### src/rtl/pipe_addsub_n.sv
// Pipelined N-bit adder/subtractor, one CHUNK-bit slice per stage.
// Ports: clk, rst_n, in_valid/in_ready/a/b/cin/sub, out_valid/out_ready/sum/cout/ovf.
module pipe_addsub_n #(
  parameter int WIDTH = 32,
  parameter int CHUNK = 8,
  localparam int STAGES = WIDTH / CHUNK
) (
  input  logic             clk,
  input  logic             rst_n,
  input  logic             in_valid,
  output logic             in_ready,
  input  logic [WIDTH-1:0] a,
  input  logic [WIDTH-1:0] b,
  input  logic             cin,
  input  logic             sub,
  output logic             out_valid,
  input  logic             out_ready,
  output logic [WIDTH-1:0] sum,
  output logic             cout,
  output logic             ovf
);

  logic [STAGES-1:0] vld_q, vld_d;
  logic [STAGES-1:0] c_q, c_d;
  logic [WIDTH-1:0]  res_q [STAGES];
  logic [WIDTH-1:0]  res_d [STAGES];
  logic [WIDTH-1:0]  a_q   [STAGES];
  logic [WIDTH-1:0]  a_d   [STAGES];
  logic [WIDTH-1:0]  bx_q  [STAGES];
  logic [WIDTH-1:0]  bx_d  [STAGES];

  logic             advance;
  logic [WIDTH-1:0] bx_in;
  logic             ci_in;
  logic [CHUNK:0]   sl;

  function automatic logic [CHUNK:0] add_sl(
    input logic [CHUNK-1:0] x,
    input logic [CHUNK-1:0] y,
    input logic             c
  );
    add_sl = {1'b0, x} + {1'b0, y} + {{CHUNK{1'b0}}, c};
  endfunction

  always_comb begin
    advance = out_ready | ~vld_q[STAGES-1];
    bx_in   = sub ? ~b : b;
    // subtract is a + ~b + 1, so cin is forced high
    ci_in   = sub | cin;
    sl      = '0;
    vld_d   = vld_q;
    c_d     = c_q;
    for (int k = 0; k < STAGES; k++) begin
      res_d[k] = res_q[k];
      a_d[k]   = a_q[k];
      bx_d[k]  = bx_q[k];
    end
    if (advance) begin
      sl = add_sl(a[CHUNK-1:0], bx_in[CHUNK-1:0], ci_in);
      vld_d[0] = in_valid;
      c_d[0]   = sl[CHUNK];
      res_d[0] = '0;
      res_d[0][CHUNK-1:0] = sl[CHUNK-1:0];
      a_d[0]   = a;
      bx_d[0]  = bx_in;
      for (int k = 1; k < STAGES; k++) begin
        sl = add_sl(a_q[k-1][k*CHUNK +: CHUNK],
                    bx_q[k-1][k*CHUNK +: CHUNK],
                    c_q[k-1]);
        vld_d[k] = vld_q[k-1];
        c_d[k]   = sl[CHUNK];
        // lower slices ride along, slice k is filled here
        res_d[k] = res_q[k-1];
        res_d[k][k*CHUNK +: CHUNK] = sl[CHUNK-1:0];
        a_d[k]   = a_q[k-1];
        bx_d[k]  = bx_q[k-1];
      end
    end
  end

  always_ff @(posedge clk or negedge rst_n) begin
    if (!rst_n) begin
      vld_q <= '0;
      c_q   <= '0;
      for (int k = 0; k < STAGES; k++) begin
        res_q[k] <= '0;
        a_q[k]   <= '0;
        bx_q[k]  <= '0;
      end
    end else begin
      vld_q <= vld_d;
      c_q   <= c_d;
      for (int k = 0; k < STAGES; k++) begin
        res_q[k] <= res_d[k];
        a_q[k]   <= a_d[k];
        bx_q[k]  <= bx_d[k];
      end
    end
  end

  assign in_ready  = advance;
  assign out_valid = vld_q[STAGES-1];
  assign sum       = res_q[STAGES-1];
  assign cout      = c_q[STAGES-1];
  assign ovf = (a_q[STAGES-1][WIDTH-1] == bx_q[STAGES-1][WIDTH-1])
             & (sum[WIDTH-1] != a_q[STAGES-1][WIDTH-1]);

endmodule

### config.mk
export PLATFORM = sky130hd
export DESIGN_NAME = pipe_addsub_n
export DESIGN_NICKNAME = d
export VERILOG_FILES = /design/src/rtl/pipe_addsub_n.sv
export SDC_FILE = /design/constraint.sdc
export NUM_CORES = 1
export LEC_CHECK = 0
export CORE_MARGIN = 3
export CORE_UTILIZATION = 58
export CTS_BUF_LIST = sky130_fd_sc_hd__clkbuf_4
export DETAILED_ROUTE_END_ITERATION = 12
export GPL_TIMING_DRIVEN = 0
export HOLD_SLACK_MARGIN = 0.15
export PLACE_DENSITY = 0.84
export SLEW_MARGIN = 20
export SYNTH_ARGS = -nofsm -noshare
export SYNTH_HDL_FRONTEND = slang
export SYNTH_SLANG_ARGS = --single-unit
### constraint.sdc
create_clock -name clk -period 2.3 [get_ports clk]
set_input_delay 0.345 -clock clk [delete_from_list [all_inputs] [get_ports clk]]
set_output_delay 0.345 -clock clk [all_outputs]
set_load 0.02 [all_outputs]
==> flow_metrics.tcl <==
set metrics [dict create \
    outcome "finished, violations left" \
    violations "setup timing" \
    avgSynthCellArea_um2 9.08 \
    antenna_found_initial 0 \
    seq_area_um2 4650 \
    wl_per_cell_um 15.5 \
    crit_path_end_kind "register" \
    cp-start-kind "register" \
    final_nets 1183 \
    syn_area_um2 8610 \
    final_max_slew_viol_count 0 \
    cts-root-buf "clkbuf_4" \
    max-clock-path-buffers 2 \
    drive_gt1_frac 0.0992 \
    place_hpwl_um 14200 \
    grt_max_degree 101 \
    hold_viol_final 0 \
    num_rows 43 \
    fmax_mhz 432 \
    port_buffers 104 \
    r2r_slack_ps -10 \
    insertion_delay_ps 580 \
    cts_sinks 186 \
    gr-total-overflow 0 \
    route.vias.total 6649 \
    ys_seq_elements 186 \
    cp.required_ps 2820 \
    min_from "a[22]" \
    crit_arrival_ps 2830 \
    syn_inst 948 \
    multiInputGateArea_um2 3510 \
    drc 0 \
    num_io_pins 106 \
    synth_cell_types 30 \
    ir_worst_vdd_v 0.000664 \
    slew_headroom 0.505 \
    syn_to_final_growth_pct 20.9 \
    setup_violations 1 \
    first_global_vias 6402 \
    grt_pass1_wl_um 31700 \
    viasPerCell 5.24 \
    path_clk_slew_ps 150 \
    die_h_um 128 \
    hold_class "in -> reg" \
    synth_fp_nets 1054 \
    ant_nets 0 \
    synth_edf_count 0 \
    whs_path_depth 3 \
    synth_seq_area_share 0.541 \
    power.leakage_nw 5.13 \
    drt-total-wl_um 19700 \
    finalClockSkew_ps 18.3 \
    post-route-min-period_ps 2310 \
    fp.dieW_um 128 \
    numCtsBuffers 17 \
    fin_crit_sh 1.01 \
    path_class "reg -> reg" \
    place.gp.congestion 0.897 \
    finalNonFillerCells 1270 \
    synth_flop_cell "dfrtp_1" \
    cts_tree "done" \
    setup_tns_ps -12.6 \
    holdWs_ps 281 \
    hold_end "a_q[118]" \
    tightest_slew_ps 743 \
    r2r_start "c_q[1]" \
    cts_max_level 4 \
    synth-async-reset-ratio 1.00 \
    initial_utilization 0.606 \
    fillers 1081 \
    dp_worst_setup_slack_ps -437 \
    die-area_um2 16300 \
    grt_use_total 0.250 \
    dr.pass1.iters 5 \
    yosys_warnings 0 \
    cp_max_fo 3 \
    rsz0062_at_grt "yes" \
    drt_iter0_drc 543 \
    reg2reg_depth 8 \
    fp.coreArea_um2 14200 \
    timing.final.ws_setup_ps -12.6 \
    placed_cells 1233 \
    max_cap_viol_count 0 \
    timing.rr.end "res_q[54]" \
    power.density_nw_per_um2 1350 \
]
## through the flow
| step | power, mW | cell area (um^2) | util |
|---|---|---|---|
| 5_1_grt | 15.2 | 10400 | 0.733 |
| 3_3_place_gp | 11.4 | 9920 | 0.698 |
| 4_1_cts | 14.0 | 10400 | 0.729 |
| 2_1_floorplan | 9.61 | 8650 | - |
| 6_report | 14.1 | 10400 | 0.733 |
| 3_5_place_dp | 11.7 | 9950 | 0.700 |
## worst max-delay path: stages (launching register included)
cell	delay, ps
dfrtp_1	430
fa_2	420
inv_2	70
fa_2	240
nor2b_4	50
o31a_1	280
o311a_1	340
a211oi_2	310
a21o_1	120
## state kept, by name, indices dropped and copies added, names as in the netlist
name / flops
a_q: 49
bx_q: 49
res_q: 48
sum: 32
c_q: 4
vld_q: 4
## layout by cell type, fill, tap and decap left out, types with 17 or more instances in the layout
| master | n |
|---|---|
| xor2_1 | 20 |
| clkdlybuf4s50_1 | 101 |
| xnor2_1 | 25 |
| o21ai_0 | 64 |
| nor2_1 | 18 |
| ha_1 | 28 |
| buf_4 | 36 |
| dfrtp_1 | 186 |
| clkbuf_4 | 17 |
| clkbuf_1 | 17 |
| nand2_1 | 425 |
## Yosys cell counts (14+ instances only)
cell type | number | share of area
nand2_1 | 425 | 0.19
xor2_1 | 20 | 0.020
clkbuf_1 | 19 | 0.0083
ha_1 | 28 | 0.041
buf_2 | 17 | 0.0099
o21ai_0 | 66 | 0.038
xnor2_1 | 25 | 0.025
a211oi_1 | 14 | 0.012
dfrtp_1 | 186 | 0.54
buf_4 | 32 | 0.028
nor2_1 | 18 | 0.0078
## power breakdown
group / internal (mW) / leakage (nW) / switching [mW]
Clock: 1.18 / 0.199 / 1.07
Combinational: 2.80 / 2.69 / 3.44
Sequential: 4.72 / 2.25 / 0.888
## logic make-up after synthesis
| kind of cell | Yosys count | synth area share |
|---|---|---|
| compound gates | 125 | 0.0872 |
| xor+xnor | 45 | 0.0458 |
| simple gates | 465 | 0.211 |
| flops | 186 | 0.541 |
| fa+ha+maj | 36 | 0.0593 |
| buf+inv | 91 | 0.0561 |
## metal layers
metal  wire length, um  share of wire  global-route usage
met5                 0              0                   0
met4               450          0.023              0.0880
met3              1220          0.062              0.0688
met2              9430           0.48               0.396
met1              8630           0.44               0.334
## timing repair
action	in CTS	in global routing
hold buffers	2	0
pin swaps	1	3
hold endpoints to repair	89	0
setup buffers	0	4
setup endpoints to repair	4	9
resized for setup	6	10
## area by class of cell
cell class | count | area share
Antenna cell | 1 | 0.000240
Buffer | 76 | 0.0440
Multi-Input combinational cell | 671 | 0.338
Timing Repair Buffer | 111 | 0.108
Clock inverter | 14 | 0.0240
Tap cell | 180 | 0.0216
Clock buffer | 17 | 0.0123
Inverter | 14 | 0.00529
Sequential cell | 186 | 0.447
## worst max path at each step
stage / slack (ps) / end / from
floorplan: -150 / res_q[102] / sub
global placement: -6540 / bx_q[115] / rst_n
detailed placement: -440 / in_ready / out_ready
CTS: 10 / c_q[3] / c_q[2]
global route: -100 / res_q[54] / c_q[1]
finish: -10 / res_q[54] / c_q[1]
(Power assumes the default switching activity.)
